===== src/rtl/adc_moving_avg.sv =====
// Moving-average filter over the last 2**LOG2N ADC samples, stepped by a small FSM.
// Unwritten window slots read as zero, so the average ramps up from reset or flush.
module adc_moving_avg #(
  parameter int LOG2N = 4
) (
  input  logic       sysclk,
  input  logic       reset_n,
  input  logic [9:0] data_in,
  input  logic       data_valid,
  input  logic       flush,
  output logic [9:0] avg_out,
  output logic       avg_valid,
  output logic       full,
  output logic       busy,
  output logic       overrun
);

  localparam int N  = 1 << LOG2N;
  localparam int SW = 10 + LOG2N;

  typedef enum logic [2:0] {
    S_IDLE   = 3'd0,
    S_READ   = 3'd1,
    S_UPDATE = 3'd2,
    S_OUTPUT = 3'd3,
    S_CLEAR  = 3'd4
  } state_t;

  state_t             r_state;
  logic               r_dv_d;
  logic               r_armed;
  logic [9:0]         r_buf [N];
  logic [LOG2N-1:0]   r_wr_ptr;
  logic [SW-1:0]      r_sum;
  logic [LOG2N:0]     r_fill;
  logic [9:0]         r_sample;
  logic [9:0]         r_oldest;
  logic [9:0]         r_avg_out;
  logic               r_avg_valid;
  logic               r_full;
  logic               r_busy;
  logic               r_overrun;

  logic               w_edge;
  logic [SW-1:0]      w_sum_next;
  logic [LOG2N:0]     w_fill_next;

  // r_armed blocks a data_valid that was already high when reset released
  assign w_edge      = data_valid & ~r_dv_d & r_armed;
  assign w_sum_next  = r_sum + SW'(r_sample) - SW'(r_oldest);
  assign w_fill_next = (r_fill == (LOG2N+1)'(N)) ? r_fill : r_fill + (LOG2N+1)'(1);

  // Sample-edge detection, window bookkeeping and sequencing FSM
  always_ff @(posedge sysclk or negedge reset_n) begin
    if (!reset_n) begin
      r_state     <= S_IDLE;
      r_dv_d      <= 1'b0;
      r_armed     <= 1'b0;
      for (int i = 0; i < N; i++) begin
        r_buf[i] <= 10'd0;
      end
      r_wr_ptr    <= {LOG2N{1'b0}};
      r_sum       <= {SW{1'b0}};
      r_fill      <= {(LOG2N+1){1'b0}};
      r_sample    <= 10'd0;
      r_oldest    <= 10'd0;
      r_avg_out   <= 10'd0;
      r_avg_valid <= 1'b0;
      r_full      <= 1'b0;
      r_busy      <= 1'b0;
      r_overrun   <= 1'b0;
    end else begin
      r_dv_d  <= data_valid;
      r_armed <= r_armed | ~data_valid;

      if (w_edge && (r_state != S_IDLE)) begin
        r_overrun <= 1'b1;
      end

      case (r_state)
        S_IDLE: begin
          r_avg_valid <= 1'b0;
          if (flush) begin
            r_wr_ptr <= {LOG2N{1'b0}};
            r_busy   <= 1'b1;
            r_state  <= S_CLEAR;
          end else if (w_edge) begin
            r_sample <= data_in;
            r_busy   <= 1'b1;
            r_state  <= S_READ;
          end else begin
            r_busy   <= 1'b0;
            r_state  <= S_IDLE;
          end
        end
        S_READ: begin
          r_oldest <= r_buf[r_wr_ptr];
          r_state  <= S_UPDATE;
        end
        // avg_out is loaded from the new sum here so it is already valid while avg_valid is high
        S_UPDATE: begin
          r_sum           <= w_sum_next;
          r_buf[r_wr_ptr] <= r_sample;
          r_wr_ptr        <= r_wr_ptr + LOG2N'(1);
          r_fill          <= w_fill_next;
          r_full          <= (w_fill_next == (LOG2N+1)'(N));
          r_avg_out       <= w_sum_next[SW-1:LOG2N];
          r_avg_valid     <= 1'b1;
          r_state         <= S_OUTPUT;
        end
        S_OUTPUT: begin
          r_avg_valid <= 1'b0;
          r_busy      <= 1'b0;
          r_state     <= S_IDLE;
        end
        S_CLEAR: begin
          r_buf[r_wr_ptr] <= 10'd0;
          r_wr_ptr        <= r_wr_ptr + LOG2N'(1);
          if (r_wr_ptr == LOG2N'(N - 1)) begin
            r_sum     <= {SW{1'b0}};
            r_fill    <= {(LOG2N+1){1'b0}};
            r_full    <= 1'b0;
            r_avg_out <= 10'd0;
            r_busy    <= 1'b0;
            r_state   <= S_IDLE;
          end else begin
            r_state   <= S_CLEAR;
          end
        end
        default: begin
          r_avg_valid <= 1'b0;
          r_busy      <= 1'b0;
          r_state     <= S_IDLE;
        end
      endcase
    end
  end

  assign avg_out   = r_avg_out;
  assign avg_valid = r_avg_valid;
  assign full      = r_full;
  assign busy      = r_busy;
  assign overrun   = r_overrun;

endmodule


===== config.mk =====
export PLATFORM = sky130hd
export DESIGN_NAME = adc_moving_avg
export DESIGN_NICKNAME = d
export VERILOG_FILES = /design/src/rtl/adc_moving_avg.sv
export SDC_FILE = /design/constraint.sdc
export NUM_CORES = 1
export LEC_CHECK = 0
export ABC_AREA = 1
export ABC_CLOCK_PERIOD_IN_PS = 3900
export CORE_ASPECT_RATIO = 1.25
export CORE_MARGIN = 3
export CORE_UTILIZATION = 45
export DETAILED_ROUTE_END_ITERATION = 8
export GPL_TIMING_DRIVEN = 0
export HOLD_SLACK_MARGIN = 0.03
export PLACE_DENSITY_LB_ADDON = 0.25
export REMOVE_ABC_BUFFERS = 1
export SYNTH_ARGS = -nofsm -noshare
export SYNTH_HDL_FRONTEND = slang
export SYNTH_SLANG_ARGS = --single-unit

===== constraint.sdc =====
create_clock -name sysclk -period 3.9 [get_ports sysclk]
set_input_delay 0.39 -clock sysclk [delete_from_list [all_inputs] [get_ports sysclk]]
set_output_delay 0.39 -clock sysclk [all_outputs]
set_load 0.01 [all_outputs]

==> metrics.csv <==
stage;metric;value;unit
die;Vert. Die Dim;180.2;µm
routing;Via density;5.338;
cells_and_area;filler instances;2299;
timing;final hold vios;0;
die;# rows;63;
timing;RSZ-0062 raised after global routing;false;
pwr;leakage power figure;5.636;nW
clock_tree;CTS tree;yes;
timing;worst clock skew;9.786;ps
setup_path;CP Max Fanout;68;
yosys;Synth top area share;48.57;%
setup_path;Setup CP Type;register to register;
yosys;sequential area share after synthesis;48.57;%
setup_path;crit path DAT;3930;ps
setup_path;Worst Reg2Reg Path Length in Cells;8;
status;status;complete, no violations;
yosys;synth top area cells;dfrtp_1, o22ai_1, inv_1, nand2_1, a21oi_1;
clock_tree;Clk Latency, worst-skew pair;510;ps
yosys;synth cell count leaders;inv_1, dfrtp_1, nand2_1;
clock_tree;Num CTS Buffers;23;
routing;Post-Route WL;28100;µm
yosys;#FFs+latches synth;212;
setup_path;critical path launch point type;register;
routing;routed vias;8589;
place;Placed Area;0.01138;mm²
timing;smallest hold slack;386.7;ps
die;DIE WIDTH;145.4;µm
routing;ANT nets after route;0;
yosys;Synth async-reset ratio;100.0;%
yosys;top cell type by total area after synthesis;dfrtp_1;
yosys;post-synthesis cell count;1278;
setup_path;Max stage delay on crit path;760;ps
routing;Pre-Repair DR Iteration Count;5;
place;hpwl dp;18580;µm
pwr;Pwr Total;9.468;mW
global_routing;antenna violations before repair;0;
cells_and_area;Antenna diodes;0;
global_routing;pin count of the biggest net entering global routing;89;
clock_tree;Max Buffers Root-to-Sink;3;
yosys;mapped cell area;0.01092;mm²
cells_and_area;share of cells above drive strength 1;7.632;%
timing;worst rel slew slack;18.10;%
die;Initial Util;45.88;%
global_routing;Tot GR Track Use;21.44;%
global_routing;grt ovf;0;
timing;setup TNS;0;ps
timing;Worst-Margin Slew;1221;ps
routing;WL/cell;17.46;µm
yosys;Post-synth EDFFs;0;
yosys;Syn Area/Cell;8.547;µm²
setup_path;CP required;4290;ps
timing;Max Fclk;282.8;MHz
die;Core Area;0.02381;mm²
setup_path;slowest stage cell, crit path;dfrtp_4;
yosys;synth unique cells;36;
global_routing;first-pass GRT wire length;45820;µm
pwr;pwr dens;781.4;mW/mm²
clock_tree;Root Buffer;clkbuf_16;
yosys;Yosys warnings;0;
place;I/O Buffers;27;
yosys;most instantiated library cell after synthesis;inv_1;
setup_path;Cell Chain, Critical Path;buf_16 -> ha_1 -> inv_1 -> nor2_2 -> nand3_1 -> nand2_1 -> inv_2 -> a22o_1;
job;maxcap violations;0;
place;Placer Congestion;0.9029;
pwr;Worst VDD drop;0.3278;mV
routing;drt drc;0;
min_path;Hold Path Depth;1;
cells_and_area;Finished Cell Area;0.01212;mm²
timing;fin. max-slew vios;0;
clock_tree;postcts setup bufs;0;
timing;post-layout min period;3536;ps
cells_and_area;final design utilization;50.90;%
clock_tree;clock sink total;212;
yosys;main flop type after synthesis;dfrtp_1;
min_path;Hold Path Class;input port to register;
die;I/O pin cnt;28;
cells_and_area;Nets;1312;
global_routing;vias in the first global route;8494;
setup_path;endpoint class of the critical path;register;
timing;final worst path period share;90.67;%
routing;initial DRC count;703;
timing;Final setup viols;0;
die;DIE AREA;0.02619;mm²
clock_tree;H-Tree Depth;1;
clock_tree;clock slew at reported path FFs;60;ps
cells_and_area;area delta synth->final;10.93;%
-- critical path, delay by kind of cell (launching register included) --
kind | cells | cell delay, ps
AO/OA/AOI/OAI | 1 | 220
AND/OR/NAND/NOR | 3 | 1170
adder cells (fa/ha/maj) | 1 | 380
buffers and inverters | 3 | 850
flip-flops | 1 | 760
-- final cells by class --
class	instances	area, µm²	area share, %
clock inverter	6	57.56	0.4750
clock buffer	35	670.6	5.535
timing repair buffer	33	399.1	3.294
tap	325	406.6	3.356
inverter	263	994.7	8.209
multi-input combinational	735	4278	35.31
sequential	212	5310	43.82
-- cells by family after synthesis --
kind of cell | Yosys count | synth area share, %
buf+inv | 331 | 12.31
fa+ha+maj | 30 | 4.124
compound gates | 338 | 17.95
simple gates | 360 | 16.48
flops | 212 | 48.57
xor+xnor | 7 | 0.5613
-- sequential cells by signal (all words and copies together), names as in the netlist --
name / count
r_buf: 160
r_sum: 14
r_oldest: 10
r_sample: 10
r_fill: 5
r_wr_ptr: 4
r_state: 3
avg_valid: 1
busy: 1
full: 1
overrun: 1
r_armed: 1
r_dv_d: 1
-- final timing paths --
kind	from	to	slack, ps
worst max-delay path	r_wr_ptr[0]$_DFFE_PN0P_	r_sum[0]$_DFFE_PN0P_	360
worst min-delay path	data_valid	r_dv_d$_DFF_PN0_	390
worst max register to register	r_wr_ptr[0]$_DFFE_PN0P_	r_sum[0]$_DFFE_PN0P_	360
worst min register to register	r_armed$_DFF_PN0_	r_armed$_DFF_PN0_	450
max in group asynchronous	reset_n	r_buf[52]$_DFFE_PN0P_	2700
min in group asynchronous	reset_n	r_buf[2]$_DFFE_PN0P_	400
-- per-stage QoR --
| stage | cells | setup WS (ps) |
|---|---|---|
| after CTS | 1609 | 104.5 |
| final | 1609 | 364.0 |
| after global placement | 1562 | -6821 |
| after global routing | 1609 | 120.5 |
| after floorplan | 1210 | -277.8 |
| after detailed placement | 1567 | 130.1 |
-- power by group --
part / internal (mW) / switching [mW] / leakage (nW)
Sequential: 2.44 / 0.284 / 2.88
Combinational: 1.43 / 3.19 / 2.40
Clock: 1.25 / 0.873 / 0.358
-- what timing repair did --
action	4_1_cts	5_1_grt
gates resized for setup	0	0
hold buffers	1	0
endpoints found under the hold margin	51	0
-- cells in the final DEF (no fill, tap or decap), drive strengths merged, types with 6 or more instances in the layout --
| cell type | instances |
|---|---|
| o22ai | 158 |
| nor3 | 18 |
| nand2 | 205 |
| nor2 | 57 |
| nand3 | 63 |
| a21oi | 74 |
| buf | 6 |
| inv | 262 |
| dfrtp | 212 |
| fa | 10 |
| clkbuf | 35 |
| xor2 | 6 |
| clkdlybuf4s50 | 26 |
| o211ai | 26 |
| o21ai | 78 |
| ha | 20 |
| or2 | 11 |
-- per-layer routing --
layer  track usage, %  up-vias  share of wire [%]
met5                0        -                  0
met4            7.564        0                3.6
met3            2.314       59                4.2
met2            36.30      210                 48
met1            28.78     4143                 44
li1                 -     4177                  -
Power figures use the tool's default switching activity.
